### src/rtl/prio_encoder_seq.sv
// Sequential 4-input priority encoder with pending capture and ACK handshake.
// Ports: clk, rst_n, Y0-Y3 requests, EN, ACK in; A1:A0, V, PEND[3:0], OVF out.
module prio_encoder_seq (
  input  logic       clk,
  input  logic       rst_n,
  input  logic       Y0,
  input  logic       Y1,
  input  logic       Y2,
  input  logic       Y3,
  input  logic       EN,
  input  logic       ACK,
  output logic       A0,
  output logic       A1,
  output logic       V,
  output logic [3:0] PEND,
  output logic       OVF
);

  typedef enum logic {
    IDLE = 1'b0,
    HOLD = 1'b1
  } state_e;

  state_e     state_q, state_d;
  logic [1:0] a_q, a_d;
  logic [3:0] pend_q, pend_d;
  logic       ovf_q, ovf_d;
  logic [3:0] y;
  logic [3:0] clr;
  logic [1:0] enc;

  assign y = {Y3, Y2, Y1, Y0};

  // Highest set pend bit wins; grants come from registered state only.
  always_comb begin
    enc = 2'd0;
    if (pend_q[3])      enc = 2'd3;
    else if (pend_q[2]) enc = 2'd2;
    else if (pend_q[1]) enc = 2'd1;
    else                enc = 2'd0;
  end

  always_comb begin
    state_d = state_q;
    a_d     = a_q;
    clr     = 4'b0000;
    unique case (state_q)
      IDLE: begin
        if (EN && (pend_q != 4'b0000)) begin
          state_d = HOLD;
          a_d     = enc;
        end
      end
      HOLD: begin
        if (ACK) begin
          state_d = IDLE;
          clr     = 4'b0001 << a_q;
        end
      end
      default: state_d = IDLE;
    endcase
    // New request wins over the clear of the same bit.
    pend_d = (pend_q & ~clr) | y;
    ovf_d  = ovf_q | (|(y & pend_q & ~clr));
  end

  always_ff @(posedge clk or negedge rst_n) begin
    if (!rst_n) begin
      state_q <= IDLE;
      a_q     <= 2'd0;
      pend_q  <= 4'b0000;
      ovf_q   <= 1'b0;
    end else begin
      state_q <= state_d;
      a_q     <= a_d;
      pend_q  <= pend_d;
      ovf_q   <= ovf_d;
    end
  end

  assign A0   = a_q[0];
  assign A1   = a_q[1];
  assign V    = (state_q == HOLD);
  assign PEND = pend_q;
  assign OVF  = ovf_q;

endmodule

### config.mk
export PLATFORM = sky130hd
export DESIGN_NAME = prio_encoder_seq
export DESIGN_NICKNAME = d
export VERILOG_FILES = /design/src/rtl/prio_encoder_seq.sv
export SDC_FILE = /design/constraint.sdc
export NUM_CORES = 1
export LEC_CHECK = 0
export CELL_PAD_IN_SITES_DETAIL_PLACEMENT = 1
export CELL_PAD_IN_SITES_GLOBAL_PLACEMENT = 1
export CORE_AREA = 2 2 39 41
export DETAILED_ROUTE_END_ITERATION = 12
export DIE_AREA = 0 0 41 43
export PLACE_DENSITY = 0.75
export SYNTH_ARGS = -nofsm -noshare
export SYNTH_HDL_FRONTEND = slang
export SYNTH_SLANG_ARGS = --single-unit
### constraint.sdc
create_clock -name clk -period 2.3 [get_ports clk]
set_input_delay 0.46 -clock clk [delete_from_list [all_inputs] [get_ports clk]]
set_output_delay 0.46 -clock clk [all_outputs]
set_load 0.005 [all_outputs]
# [Yosys cells after proc, flatten, opt, wreduce, memory -nomap -nowiden]
# Index checks and enable logic that the tools add are counted.
# Widths: inputs -> output; s select.
[op_classes] shift=1 mux=8 bitwise=7 reduce_logical=4
[ops] operator="$and 4x4->4" n=3
[ops] operator="$mux 4" n=2
[ops] operator="$mux 2" n=2
[ops] operator="$not 4->4" n=1
[ops] operator="$or 4x4->4" n=1
[ops] operator="$reduce_bool 4->1" n=1
[ops] operator="$reduce_or 4->1" n=1
[ops] operator="$shl 1x2->4 const A" n=1
[ops] operator="$mux 1" n=3
[ops] operator="$pmux 1 s2" n=1
[ops] operator="$reduce_and 2->1" n=1
[ops] operator="$logic_and 1x1->1" n=1
[ops] operator="$not 1->1" n=1
[ops] operator="$or 1x1->1" n=1
[word_totals] register_bits=8 in_bits=8 out_inout_bits=8 elab_cells=24

# [Depth between registers and ports, before layout]
[depth] ltp_word=7 depth_mapped=3 ltp_nobuf=3

# [Worst setup path before layout]
# Ideal clock, no wire load.
[synth_path] path_kind="flip-flop to flip-flop" start="register pend_q[2] (netlist: PEND[2])" end="register a_q[0]" setup_time_ps=79 t_arrival_ps=1059 required_time_ps=2221 setup_slack_ps=1162 stages_incl_launch_ff=4 n_path_buf=0 synth_period_minus_slack_ps=1138 path_cell_list="dfrtp_1 or2_4 o31ai_4 mux2i_1"
[synth_via] elab_chain_cells=3 elab_cells_between_ends=5 cone_classes="mux (2); reduce/logical (3)"
[synth_lines] item="from (decl)" line="26" rtl="logic [3:0] pend_q, pend_d;"
[synth_lines] item="from (signal assigned)" line="76" rtl="pend_q <= pend_d;"
[synth_lines] item="$reduce_bool 4->1" line="49" rtl="if (EN && (pend_q != 4'b0000)) begin"
[synth_lines] item="$logic_and 1x1->1" line="49"
[synth_lines] item="$reduce_and 2->1 (no source line)"
[synth_lines] item="to (signal assigned)" line="70" rtl="a_q <= 2'd0;"
[synth_lines] item="to (signal assigned)" line="75" rtl="a_q <= a_d;"
[synth_lines] item="to (decl)" line="25" rtl="logic [1:0] a_q, a_d;"
# Several ways; a longest one is shown, not always the timed one.
# A chain may end at the register's enable or synchronous reset.

# [Final worst setup path]
[layout_path] start="register a_q[1]" end="output port A1"
[layout_rtl] item="to (decl)" line="13" rtl="output logic A1,"
# No word-level cell between the ends.

==> results_dict.tcl <==
set metrics [dict create \
    status "finished, final reports clean" \
    seq_area_frac_synth 0.532 \
    routed_wl_um 920 \
    synth_area_um2 377 \
    gp_congestion 0.732 \
    cp_num_buf_inv 1 \
    yosysTopAreaCellShare 0.532 \
    synthTopCellsByArea "dfrtp_1, o31ai_4, nand2b_1" \
    fin_crit_ns 1.74 \
    crit_slowest_cell "clkdlybuf4s50_1" \
    grt_util_met3 0.0314 \
    required_ns 1.84 \
    hp-class "primary input to async pin" \
    cpPeakStageDelay_ns 0.55 \
    start_kind "flip-flop" \
    die_h_um 43 \
    vias 339 \
    grt_usage 0.127 \
    fin_nets 61 \
    grt-busiest-layer "met2" \
    relSlewSlack 0.734 \
    synth_cell_types 20 \
    grt_max_degree 9 \
    hpwl_um 705 \
    synthAdderAreaFrac 0 \
    syn_inst 33 \
    synthTopCellsByCount "dfrtp_1, inv_1" \
    power_density_nw_per_um2 643 \
    worst_slew_pin_slew_ns 0.398 \
    worst_slack_ns 0.565 \
    io_buffer_count 15 \
    cts_tree "built" \
    clk_pin_slew_ns 0.06 \
    rsz0062_at_grt "false" \
    synth_nets 41 \
    fmax_mhz 576 \
    htreeDepth 1 \
    die_x_um 41 \
    antenna_found_initial 0 \
    yosys.area_share.simple 0.166 \
    path_class "flip-flop to output port" \
    async_flop_share 1.00 \
    synth_xor_area_frac 0 \
    synth.most_common_cell "dfrtp_1" \
    grtUsageMet2 0.191 \
    post-place-ws_ns 0.580 \
    viasPerCell 5.06 \
    drt-pass1-iter-count 3 \
    synth_compound_area_frac 0.246 \
    synth_edf_count 0 \
    finalSetupViolCount 0 \
    critPathMaxFanout 8 \
    fp-row-count 14 \
    avgSynthCellArea_um2 11.4 \
    grt_overflow_total 0 \
    ant_nets 0 \
    syn_to_final_growth_pct 51.2 \
    ys_ff_latch 8 \
    end_kind "output port" \
    hold_viol 0 \
    numCtsBuffers 3 \
    avgRoutedWirePerCell_um 13.7 \
    clockRootBuffer "clkbuf_4" \
    cts_setup_buffers 0 \
    maxSlewViolCount 0 \
    insertion_delay_ns 0.25 \
    crit_chain "clkdlybuf4s50_1" \
    vdd.ir_drop.worst_mv 0.252 \
    synth_warnings 0 \
    drt_iter0_drc 3 \
    clock_sinks 8 \
    die_area_um2 1760 \
    rrSetupSlack_ns 1.07 \
    fin_crit_sh 0.754 \
    start_util 0.272 \
    io-pin-count 16 \
    grt_use_met1 0.153 \
    cp.arrival_ns 1.28 \
    synth_top_area_cell "dfrtp_1" \
    synth_mux_area_frac 0.0266 \
    skew_ns 0.0101 \
    holdWs_ns 0.496 \
    core_area_um2 1380 \
    grt_pass1_vias 342 \
    max-cap-violations 0 \
    hold_buffers 0 \
    ctsResizeCount 0 \
    ys.flop_type "dfrtp_1" \
    fill_cells 164 \
    fin_tns_setup_ns 0 \
    p_total_w 0.000366 \
    drc 0 \
    crit_family "buffers and inverters" \
    insertedDiodeCount 0 \
    grt_pass1_wl_mm 1.47 \
    leakage_nw 0.225 \
    drive_gt1_frac 0.137 \
    synth_top_family_by_area "compound AO/OA/AOI/OAI gates" \
    cts_max_path_buffers 2 \
]
-- layout make-up --
type                       instances  area (µm²)  area share
timing repair buffer              15         150       0.264
inverter                           3        11.3      0.0198
clock buffer                       3        22.5      0.0396
tap                               16        20.0      0.0352
multi-input combinational         22         165       0.290
sequential                         8         200       0.352
-- placed cells by master, fill, tap and decap left out --
cell             count
a21o_1               1
o31ai_4              1
clkbuf_4             3
nand2_1              1
nand4_1              2
nor2b_1              1
or2_4                1
a21oi_1              1
a22o_2               1
o21ai_0              2
o211ai_1             1
clkdlybuf4s50_1     15
dfrtp_1              8
a31oi_1              1
o311ai_0             1
inv_1                3
a21o_2               1
nand2b_1             2
nand3_1              2
nand4b_1             1
o31ai_1              1
mux2i_1              1
-- per-layer routing --
| metal | wire, µm | vias to the layer above |
|---|---|---|
| met1 | 392 | 165 |
| met5 | 0 | - |
| met3 | 65 | 2 |
| met2 | 443 | 11 |
| met4 | 20 | 0 |
| li1 | - | 161 |
-- kinds of logic after synthesis --
family,Yosys count
flops,8
compound gates,11
simple gates,10
buf+inv,3
mux,1
-- registers in the layout, indices dropped and copies added (netlist names) --
| register | cells |
|---|---|
| PEND | 4 |
| a_q | 2 |
| OVF | 1 |
| V | 1 |
-- final timing paths --
| path | start | endpoint | cells after the start |
|---|---|---|---|
| min in group clk | OVF | OVF | 2 |
| hold reg to reg | OVF | OVF | 2 |
| hold / removal | rst_n | PEND[2] | 1 |
| setup / recovery | a_q[1] | A1 | 1 |
| setup reg to reg | PEND[2] | a_q[0] | 3 |
| max in group asynchronous | rst_n | PEND[1] | 1 |
-- power breakdown --
part / switching (W) / internal [W]
combinational: 0.0000265 / 0.0000504
clock: 0.0000498 / 0.0000599
sequential: 0.0000248 / 0.000155
total: 0.000101 / 0.000265
-- metrics by stage --
stage / cell area (µm²) / std cells / util
2_1_floorplan: 377 / 33 / -
3_3_place_gp: 547 / 64 / 0.395
3_5_place_dp: 547 / 64 / 0.395
4_1_cts: 569 / 67 / 0.411
5_1_grt: 569 / 67 / 0.411
6_report: 569 / 67 / 0.411
No activity file was read; power rests on OpenSTA's default activity.
